File: config.mk
export PLATFORM = sky130hd
export DESIGN_NAME = ps2_rx_frame
export DESIGN_NICKNAME = d
export VERILOG_FILES = /design/src/rtl/ps2_pkg.sv /design/src/rtl/ps2_glitch_filter.sv /design/src/rtl/ps2_rx_frame.sv
export SDC_FILE = /design/constraint.sdc
export NUM_CORES = 1
export LEC_CHECK = 0
export BUFFER_PORTS_ARGS = -buffer_cell sky130_fd_sc_hd__buf_2
export CAP_MARGIN = 5
export CORE_MARGIN = 2
export CORE_UTILIZATION = 39
export CTS_CLUSTER_SIZE = 30
export DETAILED_ROUTE_END_ITERATION = 10
export GPL_TIMING_DRIVEN = 0
export SYNTH_ARGS = -nofsm -noshare
export SYNTH_HDL_FRONTEND = slang
export SYNTH_SLANG_ARGS = --single-unit
File: constraint.sdc
create_clock -name clk -period 6.5 [get_ports clk]
set_input_delay 1.3 -clock clk [delete_from_list [all_inputs] [get_ports clk]]
set_output_delay 1.3 -clock clk [all_outputs]
set_load 0.01 [all_outputs]
File: src/rtl/ps2_pkg.sv
`default_nettype none
// +----------------------------------------------------------------------+
// | Module      : ps2_pkg                                                |
// | Description : Shared types and constants for the PS/2 receive path:  |
// |               receiver state encoding, frame bit positions and       |
// |               default timing parameters.                             |
// | Revision    : 1.0 - initial release                                  |
// +----------------------------------------------------------------------+
package ps2_pkg;

  // Receiver states: waiting for a start edge, shifting bits, publishing.
  typedef enum logic [1:0] {
    ST_IDLE = 2'd0,
    ST_DPS  = 2'd1,
    ST_LOAD = 2'd2
  } ps2_state_t;

  // Frame layout, LSB first on the wire.
  localparam int FRAME_BITS = 11;
  localparam int START      = 0;
  localparam int DATA_LSB   = 1;
  localparam int DATA_MSB   = 8;
  localparam int PAR        = 9;
  localparam int STOP       = 10;

  // Default timing: 2 ms of silence at 50 MHz aborts a frame.
  localparam int DEF_TIMEOUT_CYC = 100000;
  localparam int DEF_TO_W        = 17;
  localparam int DEF_FILTER_LEN  = 8;

  // Odd parity over data+parity: the XOR of all nine bits must be 1.
  function automatic logic odd_parity_bad(input logic [8:0] data_and_par);
    return ~(^data_and_par);
  endfunction

endpackage
`default_nettype wire

File: src/rtl/ps2_glitch_filter.sv
`default_nettype none
// +----------------------------------------------------------------------+
// | Module      : ps2_glitch_filter                                      |
// | Description : Synchronizes the raw PS/2 clock and data lines, debounces|
// |               the clock with a unanimous-vote history window and     |
// |               emits a one-cycle tick on each filtered falling edge.  |
// | Revision    : 1.0 - initial release                                  |
// +----------------------------------------------------------------------+
module ps2_glitch_filter #(
  parameter int FILTER_LEN = 8
) (
  input  logic clk,
  input  logic reset,
  input  logic ps2c,
  input  logic ps2d,
  output logic ps2d_sync,
  output logic fall_tick
);

  logic                  c_meta;
  logic                  c_sync;
  logic                  d_meta;
  logic                  d_sync;
  logic [FILTER_LEN-1:0] hist;
  logic                  filt;
  logic                  filt_next;

  // Two-flop synchronizers; idle PS/2 lines are high, so reset to 1.
  always_ff @(posedge clk or negedge reset) begin
    if (!reset) begin
      c_meta <= 1'b1;
      c_sync <= 1'b1;
      d_meta <= 1'b1;
      d_sync <= 1'b1;
    end else begin
      c_meta <= ps2c;
      c_sync <= c_meta;
      d_meta <= ps2d;
      d_sync <= d_meta;
    end
  end

  // The filtered clock only moves when the whole history agrees; any mix holds it.
  always_comb begin
    filt_next = filt;
    if (&hist) begin
      filt_next = 1'b1;
    end else if (~|hist) begin
      filt_next = 1'b0;
    end
  end

  // History shift, filtered level and registered falling-edge tick.
  always_ff @(posedge clk or negedge reset) begin
    if (!reset) begin
      hist      <= '1;
      filt      <= 1'b1;
      fall_tick <= 1'b0;
    end else begin
      hist      <= {hist[FILTER_LEN-2:0], c_sync};
      filt      <= filt_next;
      fall_tick <= filt & ~filt_next;
    end
  end

  assign ps2d_sync = d_sync;

endmodule
`default_nettype wire

File: src/rtl/ps2_rx_frame.sv
`default_nettype none
// +----------------------------------------------------------------------+
// | Module      : ps2_rx_frame                                           |
// | Description : PS/2 device-to-host frame receiver. Shifts in the      |
// |               11-bit frame on filtered falling clock edges, publishes|
// |               the byte with a done tick plus parity/framing flags,   |
// |               and aborts frames that stall beyond TIMEOUT_CYC.       |
// | Revision    : 1.0 - initial release                                  |
// +----------------------------------------------------------------------+
module ps2_rx_frame
  import ps2_pkg::*;
#(
  parameter int FILTER_LEN  = DEF_FILTER_LEN,
  parameter int TIMEOUT_CYC = DEF_TIMEOUT_CYC,
  parameter int TO_W        = DEF_TO_W
) (
  input  logic       clk,
  input  logic       reset,
  input  logic       ps2d,
  input  logic       ps2c,
  input  logic       rx_en,
  output logic       rx_done_tick,
  output logic [7:0] dout,
  output logic       parity_err,
  output logic       frame_err,
  output logic       timeout_tick,
  output logic       busy
);

  // Counter value at which the stall is declared; the registered tick then
  // lands exactly TIMEOUT_CYC cycles after the last accepted edge.
  localparam logic [TO_W-1:0] TO_LIMIT = TO_W'(TIMEOUT_CYC - 1);

  logic                  ps2d_sync;
  logic                  fall_tick;

  ps2_state_t            state;
  ps2_state_t            state_next;
  logic [FRAME_BITS-1:0] b;
  logic [FRAME_BITS-1:0] b_next;
  logic [3:0]            n;
  logic [3:0]            n_next;
  logic [TO_W-1:0]       to_cnt;
  logic [TO_W-1:0]       to_next;
  logic [TO_W-1:0]       to_inc;
  logic [7:0]            dout_next;
  logic                  parity_err_next;
  logic                  frame_err_next;
  logic                  done_next;
  logic                  timeout_next;

  ps2_glitch_filter #(
    .FILTER_LEN (FILTER_LEN)
  ) u_filter (
    .clk       (clk),
    .reset     (reset),
    .ps2c      (ps2c),
    .ps2d      (ps2d),
    .ps2d_sync (ps2d_sync),
    .fall_tick (fall_tick)
  );

  assign to_inc = to_cnt + 1'b1;

  // Next-state, shift and result logic; every target defaults to holding.
  always_comb begin
    state_next      = state;
    b_next          = b;
    n_next          = n;
    to_next         = to_cnt;
    dout_next       = dout;
    parity_err_next = parity_err;
    frame_err_next  = frame_err;
    done_next       = 1'b0;
    timeout_next    = 1'b0;
    case (state)
      ST_IDLE: begin
        if (fall_tick && rx_en) begin
          b_next     = {ps2d_sync, b[FRAME_BITS-1:1]};
          n_next     = 4'd9;
          to_next    = '0;
          state_next = ST_DPS;
        end
      end
      ST_DPS: begin
        // An edge in the same cycle the stall expires still wins.
        if (fall_tick) begin
          b_next  = {ps2d_sync, b[FRAME_BITS-1:1]};
          to_next = '0;
          if (n == 4'd0) begin
            state_next = ST_LOAD;
          end else begin
            n_next = n - 4'd1;
          end
        end else if (to_inc == TO_LIMIT) begin
          to_next      = '0;
          timeout_next = 1'b1;
          state_next   = ST_IDLE;
        end else begin
          to_next = to_inc;
        end
      end
      ST_LOAD: begin
        dout_next       = b[DATA_MSB:DATA_LSB];
        parity_err_next = odd_parity_bad(b[PAR:DATA_LSB]);
        frame_err_next  = b[START] | ~b[STOP];
        done_next       = 1'b1;
        state_next      = ST_IDLE;
      end
      default: begin
        state_next = ST_IDLE;
      end
    endcase
  end

  // State and datapath registers.
  always_ff @(posedge clk or negedge reset) begin
    if (!reset) begin
      state        <= ST_IDLE;
      b            <= '0;
      n            <= 4'd0;
      to_cnt       <= '0;
      dout         <= 8'h00;
      parity_err   <= 1'b0;
      frame_err    <= 1'b0;
      rx_done_tick <= 1'b0;
      timeout_tick <= 1'b0;
    end else begin
      state        <= state_next;
      b            <= b_next;
      n            <= n_next;
      to_cnt       <= to_next;
      dout         <= dout_next;
      parity_err   <= parity_err_next;
      frame_err    <= frame_err_next;
      rx_done_tick <= done_next;
      timeout_tick <= timeout_next;
    end
  end

  assign busy = (state != ST_IDLE);

endmodule
`default_nettype wire

# == Word-level counts from Yosys, hierarchy flattened ==
# Index checks and enable logic that the tools add are counted.
# totals
ff_bits,60
in_bits,5
output_inout_bits,13
elab_cells,65
# op_classes
add_sub_neg,2
eq_ne,8
muxes,22
bitwise_logic,5
reduce_logical,12
# ops
op,n
17-bit two-way mux,3
17-bit one-hot mux with 2 select lines,1
11-bit two-way mux,2
11-bit one-hot mux with 2 select lines,1
17-bit by 1-bit adder with 17-bit output (second input constant),1
17-bit equality test (second input constant),1
4-bit two-way mux,3
9-bit parity,1
2-bit two-way mux,4
4-bit one-hot mux with 2 select lines,1
8-bit AND reduction,1
8-bit OR reduction,1
1-bit two-way mux,6
3-bit AND reduction,2
4-bit logical NOT,1
2-bit inequality test (second input constant),2
2-bit one-hot mux with 2 select lines,1
4-bit AND reduction,1
2-bit nonzero test,2
4-bit by 1-bit subtractor with 4-bit output (second input constant),1
3-bit by 2-bit inequality test with 1-bit output (second input constant),1
3-bit inequality test (second input constant),1
1-bit inverter,3
2-bit by 1-bit equality test with 1-bit output (second input constant),1
7 further kinds,7

# == Logic depth before layout (Yosys ltp) ==
# Gate-level depths: netlist of the first run.
# logic_depth
ltp_word,5
depth_mapped,9
mapped_depth_nobuf,8

# == Cells and area by module ==
# A second synthesis of the first run with hierarchy kept.
# hier_totals
cells_unflattened,280
hier_area_um2,2836.5
# by_module_without_submodules
module,instances,cells_each,area_per_inst_um2
ps2_rx_frame,1,259,2413.6
ps2_glitch_filter,1,21,422.9

# == Worst setup path after synthesis of the first run ==
# OpenSTA, ideal clock, no wires.
# synth_path
path_type,input port to flip-flop
from,input rx_en
to,register b[10]
setup_ps,125
arrival_time_ps,2287
t_required_ps,6375
slack_ps,4088
path_stages,3
path_cell_list,o211ai_1 -> clkbuf_1 -> mux2_2
# synth_between
elab_chain_len,3
# synth_rtl
element,line,text
"start, declared",ps2_rx_frame.sv:21,"input logic rx_en,"
1-bit logical AND,ps2_rx_frame.sv:78,if (fall_tick && rx_en) begin
2-bit inequality test (no line),-,
3-bit AND reduction (no line),-,
"end signal, assigned",ps2_rx_frame.sv:130,b <= b_next;
"end, declared",ps2_rx_frame.sv:39,logic [FRAME_BITS-1:0] b;
# Every way passes these cells.
# A chain may end at the register's enable or synchronous reset.

# == Final worst setup path of the first run ==
# layout_path
from,register to_cnt[0]
to,register to_cnt[10]
# layout_between
elab_chain_len,5
# layout_rtl
element,line,text
"start, declared",ps2_rx_frame.sv:43,logic [TO_W-1:0] to_cnt;
"start signal, assigned",ps2_rx_frame.sv:132,to_cnt <= to_next;
17-bit by 1-bit adder with 17-bit output *,ps2_rx_frame.sv:63,assign to_inc = to_cnt + 1'b1;
17-bit equality test,ps2_rx_frame.sv:95,end else if (to_inc == TO_LIMIT) begin
17-bit two-way mux *,ps2_rx_frame.sv:95,
17-bit two-way mux *,ps2_rx_frame.sv:87,if (fall_tick) begin
17-bit one-hot mux with 2 select lines *,ps2_rx_frame.sv:76,case (state)
# Mark *: on every way between the ends. The rest lies on a longest branch, timed or not.

==> results.yml, run 1 <==
timing:
  setup_viol: 0
  drv_slew: 0
  tightest_slew_ns: 0.555
  skew_ns: 0.00477
  fin_crit_sh: 0.383
  max_freq_mhz: 402
  rsz0062_at_grt: "no"
  tns_ns: 0
  finalHoldViolations: 0
  slew_headroom: 0.630
  min_period_ns: 2.49
  hold-worst-slack_ns: 0.356
yosys:
  yosysUniqueCellTypes: 47
  synth_ff_type: "dfrtp_1"
  ys_top_cells_by_area: "dfrtp_1 42%, dfstp_2 12%, mux2_2 7.7%"
  syn_inst: 254
  synth_top_area_share: 0.423
  synth_warnings: 0
  ys_async_sr_fraction: 1.00
  synth.largest_area_cell: "dfrtp_1"
  syn_area_per_cell_sq_um: 11.0
  synth_nets: 262
  synth-edff-count: 0
  synthesis.area_sq_um: 2780
  ys_seq_elements: 60
  yosysSeqAreaShare: 0.545
global_route:
  grt_max_degree: 39
  antenna_found_initial: 0
  track_usage: 0.155
  grt.overflow.total: 0
  grt_pass1_wl_mm: 9.14
  grt_pass1_vias: 1880
final_layout:
  final_nets: 291
  layout_common_cells: "47 x dfrtp_1, 21 x nand2_1, 19 x o21ai_0, 19 x mux2_2, 18 x buf_2"
  synthToLayoutAreaGrowth_pct: 14.7
  layout.cells.most_common: "dfrtp_1"
  antenna_cells: 0
  drive_gt1_frac: 0.274
detailed_routing:
  totalWireLength_mm: 5.26
  vias_per_cell: 5.22
  drc: 0
  detail_route.iter0.violations: 108
  routed-via-count: 2004
  avgRoutedWirePerCell_um: 13.7
  first_pass_iters: 4
  antenna_left: 0
min_path:
  hp-class: "flop to flop"
worst_setup_path:
  crit_fanout: 10
  critical_path_required_ns: 6.75
  end_kind: "flop"
  critical_path_class: "flop to flop"
  arrival_ns: 2.74
  start_kind: "flop"
power_and_ir_drop:
  peakVddDrop_v: 0.000147
  powerDensity_nw_per_um2: 275
  power_leakage_nw: 1.43
die:
  rows: 30
  core_area_sq_um: 6830
  initial_core_util: 0.407
  dieArea_sq_um: 7830
  die_w_um: 88.5
  chipHeight_um: 88.5
  ios: 18
outcome:
  status: "finished, final reports clean"
placement:
  globalplace.congestion: 0.876
  dp_hpwl_mm: 3.62
  portBuffers: 17
clock_tree:
  cts.sink_count: 60
  cts_made_buffers: 9
  cts_buffer_depth: 2
  ctsHoldBuffers: 0
  cts_htree_levels: 3
  cts_setup_buffers: 0
  tritoncts: "yes"
  insertion_delay_ns: 0.33
  clockRootBuffer: "clkbuf_8"
  clk_pin_slew_ns: 0.07
  cts_resized: 0
run:
  cap_violations: 0
[synth_stat cells (3+ instances only)]
library cell / instances
inv_1: 7
o31ai_1: 3
a31oi_1: 8
nand4_1: 6
clkbuf_1: 6
nor3_1: 9
xor2_1: 3
and4_1: 4
and2_1: 3
nor2_1: 13
mux2_2: 19
a21oi_1: 11
dfrtp_1: 47
nor2b_1: 5
nand2_1: 21
o21ai_0: 19
xnor2_1: 8
ha_1: 3
nand3_1: 10
dfstp_2: 13
[routing by layer]
layer	vias up	global-route usage	share of wire
li1	984	-	-
met2	25	0.223	0.44
met3	9	0.0448	0.029
met1	986	0.213	0.51
met5	-	0	0
met4	0	0.0813	0.022
[layout make-up]
| cell class | instances | area (sq um) |
|---|---|---|
| fill | 658 | 3640 |
| sequential | 60 | 1520 |
| multi-input combinational | 178 | 1190 |
| clock buffer | 11 | 131 |
| tap | 96 | 120 |
| timing repair buffer | 18 | 105 |
| clock inverter | 5 | 52.6 |
| buffer | 9 | 46.3 |
| inverter | 7 | 26.3 |
[state kept, by name (all words and copies together), names as in the netlist]
register / cells
timeout_tick: 1
u_filter.filt: 1
u_filter.hist: 8
u_filter.fall_tick: 1
frame_err: 1
parity_err: 1
u_filter.c_sync: 1
to_cnt: 17
rx_done_tick: 1
u_filter.c_meta: 1
dout: 8
b: 11
u_filter.d_meta: 1
n: 4
state: 2
u_filter.ps2d_sync: 1
[worst max-delay path: stages (launching register included)]
cell     delay, ns
dfrtp_1       0.46
ha_1          0.29
nand3_2       0.17
nor4_2        0.47
or3_1         0.17
nand3_1       0.12
a31oi_2       0.27
buf_6         0.19
o21ai_0       0.09
a31oi_1       0.18
[power breakdown]
group	total (mW)	internal [mW]	switching [mW]
clock	0.319	0.175	0.144
combinational	0.120	0.0476	0.0725
sequential	0.440	0.404	0.0355
[per-stage QoR]
step	instance area, sq um	setup WS (ns)	instances	power (mW)	util
after global placement	2990	3.74	367	0.562	0.437
final	3190	4.01	384	0.879	0.467
after global routing	3190	3.76	384	0.934	0.467
after CTS	3190	4.01	384	0.892	0.467
after detailed placement	3010	3.74	368	0.566	0.440
after floorplan	2780	4.09	254	0.525	-
[cell families after synthesis]
family	after synthesis	synth area share
mux	19	0.0769
flops	60	0.545
simple gates	87	0.170
compound gates	58	0.134
buf+inv	16	0.0261
xor+xnor	11	0.0346
fa+ha+maj	3	0.0135
[path summary, 6_finish.rpt]
path                                  from                 end  slack [ns]  cells after the start
setup / recovery                 to_cnt[0]          to_cnt[10]        4.01                      9
hold / removal             u_filter.d_meta  u_filter.ps2d_sync        0.36                      0
setup reg to reg                 to_cnt[0]          to_cnt[10]        4.01                      9
hold reg to reg            u_filter.d_meta  u_filter.ps2d_sync        0.36                      0
max in group asynchronous            reset  u_filter.ps2d_sync        4.93                      2
min in group asynchronous            reset           to_cnt[9]        0.94                      1
(Power assumes the default switching activity.)
==> inputs of run 2 (changes only) <==
Settings changed: ABC_AREA set to 1.
Clock period 6.5 ns to 2.34 ns, I/O delays scaled along.
==> results.yml, run 2 <==
clock_tree:
  ctsHoldBuffers: 0
  insertion_delay_ns: 0.35
  tritoncts: "yes"
  clockRootBuffer: "clkbuf_8"
  cts_buffer_depth: 2
  cts_resized: 0
  cts.sink_count: 60
  cts_setup_buffers: 0
  cts_htree_levels: 3
  clk_pin_slew_ns: 0.07
  cts_made_buffers: 9
placement:
  dpl_worst_slack_ns: 0.350
  globalplace.congestion: 0.811
  dp_cells: 457
  dp_hpwl_mm: 4.01
  portBuffers: 17
die:
  rows: 31
  dieArea_sq_um: 8080
  die_w_um: 89.9
  ios: 18
  core_area_sq_um: 7210
  initial_core_util: 0.399
  chipHeight_um: 89.9
detailed_routing:
  first_pass_iters: 4
  totalWireLength_mm: 5.87
  antenna_left: 0
  routed-via-count: 2219
  avgRoutedWirePerCell_um: 12.4
  drc: 0
  detail_route.iter0.violations: 111
  vias_per_cell: 4.69
timing:
  finalHoldViolations: 0
  setup_ws_ns: 0.312
  drv_slew: 0
  min_period_ns: 2.03
  hold-worst-slack_ns: 0.212
  slew_headroom: 0.457
  max_freq_mhz: 493
  fin_crit_sh: 0.867
  tns_ns: 0
  setup_viol: 0
  tightest_slew_ns: 0.814
  skew_ns: 0.00821
  rsz0062_at_grt: "no"
final_layout:
  layout_common_cells: "93 x nand2_1, 49 x inv_1, 47 x dfrtp_1"
  final-seq-area_sq_um: 1520
  layout.cells.most_common: "nand2_1"
  largest_register_ff_count: 17
  largest-register: "to_cnt"
  nFillCells: 706
  antenna_cells: 0
  multi_input_area_sq_um: 1130
  layout.cells.non_filler: 473
  largestRegisters: "to_cnt x17, b x11"
  synthToLayoutAreaGrowth_pct: 15.5
  final_nets: 377
  drive_gt1_frac: 0.182
yosys:
  syn_inst: 340
  synth_ff_type: "dfrtp_1"
  ys_top_cells_by_area: "dfrtp_1 41%, nand2_1 12%, dfstp_2 12%"
  yosysSeqAreaShare: 0.528
  synth_warnings: 0
  yosysUniqueCellTypes: 32
  syn_area_per_cell_sq_um: 8.46
  ys_async_sr_fraction: 1.00
  yosysMostFrequentCell: "nand2_1"
  ys_seq_elements: 60
  synthesis.area_sq_um: 2880
  synthTopCellsByCount: "93 x nand2_1, 49 x inv_1, 47 x dfrtp_1"
  synth_top_area_share: 0.409
  synth.largest_area_cell: "dfrtp_1"
  synth_nets: 348
  synth-edff-count: 0
global_route:
  antenna_found_initial: 0
  grt.overflow.total: 0
  grt_pass1_wl_mm: 9.98
  grt_pass1_vias: 2118
  grt_max_degree: 36
  track_usage: 0.158
power_and_ir_drop:
  seqPwrFrac: 0.452
  powerDensity_nw_per_um2: 902
  net-switching-power_uw: 955
  pwr-share-clk: 0.348
  power.total_mw: 2.99
  power_leakage_nw: 1.57
  pwr-share-comb: 0.200
  peakVddDrop_v: 0.000352
  p_sw_frac: 0.319
  intPower_mw: 2.04
worst_setup_path:
  cpMaxStageDelayCell: "dfrtp_1"
  r2r_end: "to_cnt[7]"
  reg2reg_from: "to_cnt[0]"
  critical_path_buf_inv_count: 1
  critical_path_class: "flop to flop"
  rr_worst_depth: 13
  rrSetupSlack_ns: 0.31
  cp.depth: 13
  crit_top_cell: "nand2_1"
  end_kind: "flop"
  start_kind: "flop"
  crit_fanout: 10
  crit_chain: "ha_1 > nand3_2 > nor2_4 > nand2_2 > nor2_1 > nand2_1 > nand2_1 > nand2_1 > nor2_2 > nand3_2 > buf_6 > nand3_1 > nand2_1"
  arrival_ns: 2.26
  critPathTopFamily: "simple AND/OR/NAND/NOR gates"
  endpoint: "to_cnt[7]"
  critPathMaxStageDelay_ns: 0.42
  critical_path_required_ns: 2.58
  cp-startpoint: "to_cnt[0]"
outcome:
  status: "finished, final reports clean"
min_path:
  hp-class: "primary input to async pin"
run:
  cap_violations: 0
-- run 2: cell count changes after synthesis, sizes merged, moves of 6 or more --
cell,before,now
nand2,22,96
inv,7,49
nor2,13,33
mux2,19,0
nand3,12,27
o21ai,21,32
a21oi,12,2
a31oi,9,1
nor3,9,3
-- run 2: cell type report --
| class | instances | area share |
|---|---|---|
| multi-input combinational | 223 | 0.339 |
| clock inverter | 4 | 0.0218 |
| inverter | 50 | 0.0565 |
| buffer | 7 | 0.0132 |
| tap | 99 | 0.0373 |
| timing repair buffer | 18 | 0.0316 |
| clock buffer | 12 | 0.0437 |
| sequential | 60 | 0.457 |
-- run 2: metal layers --
metal  part of all wire  up-vias  wire (um)  global-route usage
met5                  0        -          0                   0
met1               0.50     1033       2920               0.215
met2               0.44       35       2600               0.230
li1                   -     1136          -                   -
met4              0.022        0        132              0.0718
met3              0.037       15        215              0.0511
-- run 2: power by group through the flow --
| stage | logic (mW) | clock network (mW) | registers (mW) |
|---|---|---|---|
| finish | 0.599 | 1.04 | 1.35 |
| global route | 0.694 | 1.12 | 1.37 |
| CTS | 0.605 | 1.07 | 1.35 |
| detailed placement | 0.602 | 0 | 1.36 |
| global placement | 0.586 | 0 | 1.36 |
| floorplan | 0.484 | 0 | 1.33 |
-- run 2: kinds of logic after synthesis --
kind of cell               synth area share
xor gates and xnor gates             0.0335
adders and majority gates            0.0131
buffers and inverters                0.0805
AOI/OAI and AO/OA                    0.0792
and+or+nand+nor                       0.266
DFF                                   0.528
-- run 2: stage by stage --
step	cell area, sq um	util
after floorplan	2880	-
after global placement	3080	0.428
after detailed placement	3100	0.430
after CTS	3320	0.460
after global routing	3320	0.460
final	3320	0.460
-- run 2: worst min-delay path by stage --
stage / endpoint / cells past startpoint / slack, ns
2_1_floorplan: b[0] / 0 / 0.17
3_3_place_gp: u_filter.ps2d_sync / 0 / 0.35
3_5_place_dp: u_filter.ps2d_sync / 0 / 0.35
4_1_cts: u_filter.d_meta / 1 / 0.21
5_1_grt: u_filter.d_meta / 1 / 0.21
6_report: to_cnt[1] / 1 / 0.21
-- run 2: worst register-to-register path, stage by stage (launching register included) --
cell and delay (ns):
dfrtp_1 0.42, ha_1 0.23, nand3_2 0.13, nor2_4 0.20, nand2_2 0.09, nor2_1 0.10
nand2_1 0.06, nand2_1 0.10, nand2_1 0.07, nor2_2 0.13, nand3_2 0.10, buf_6 0.16
nand3_1 0.08, nand2_1 0.05
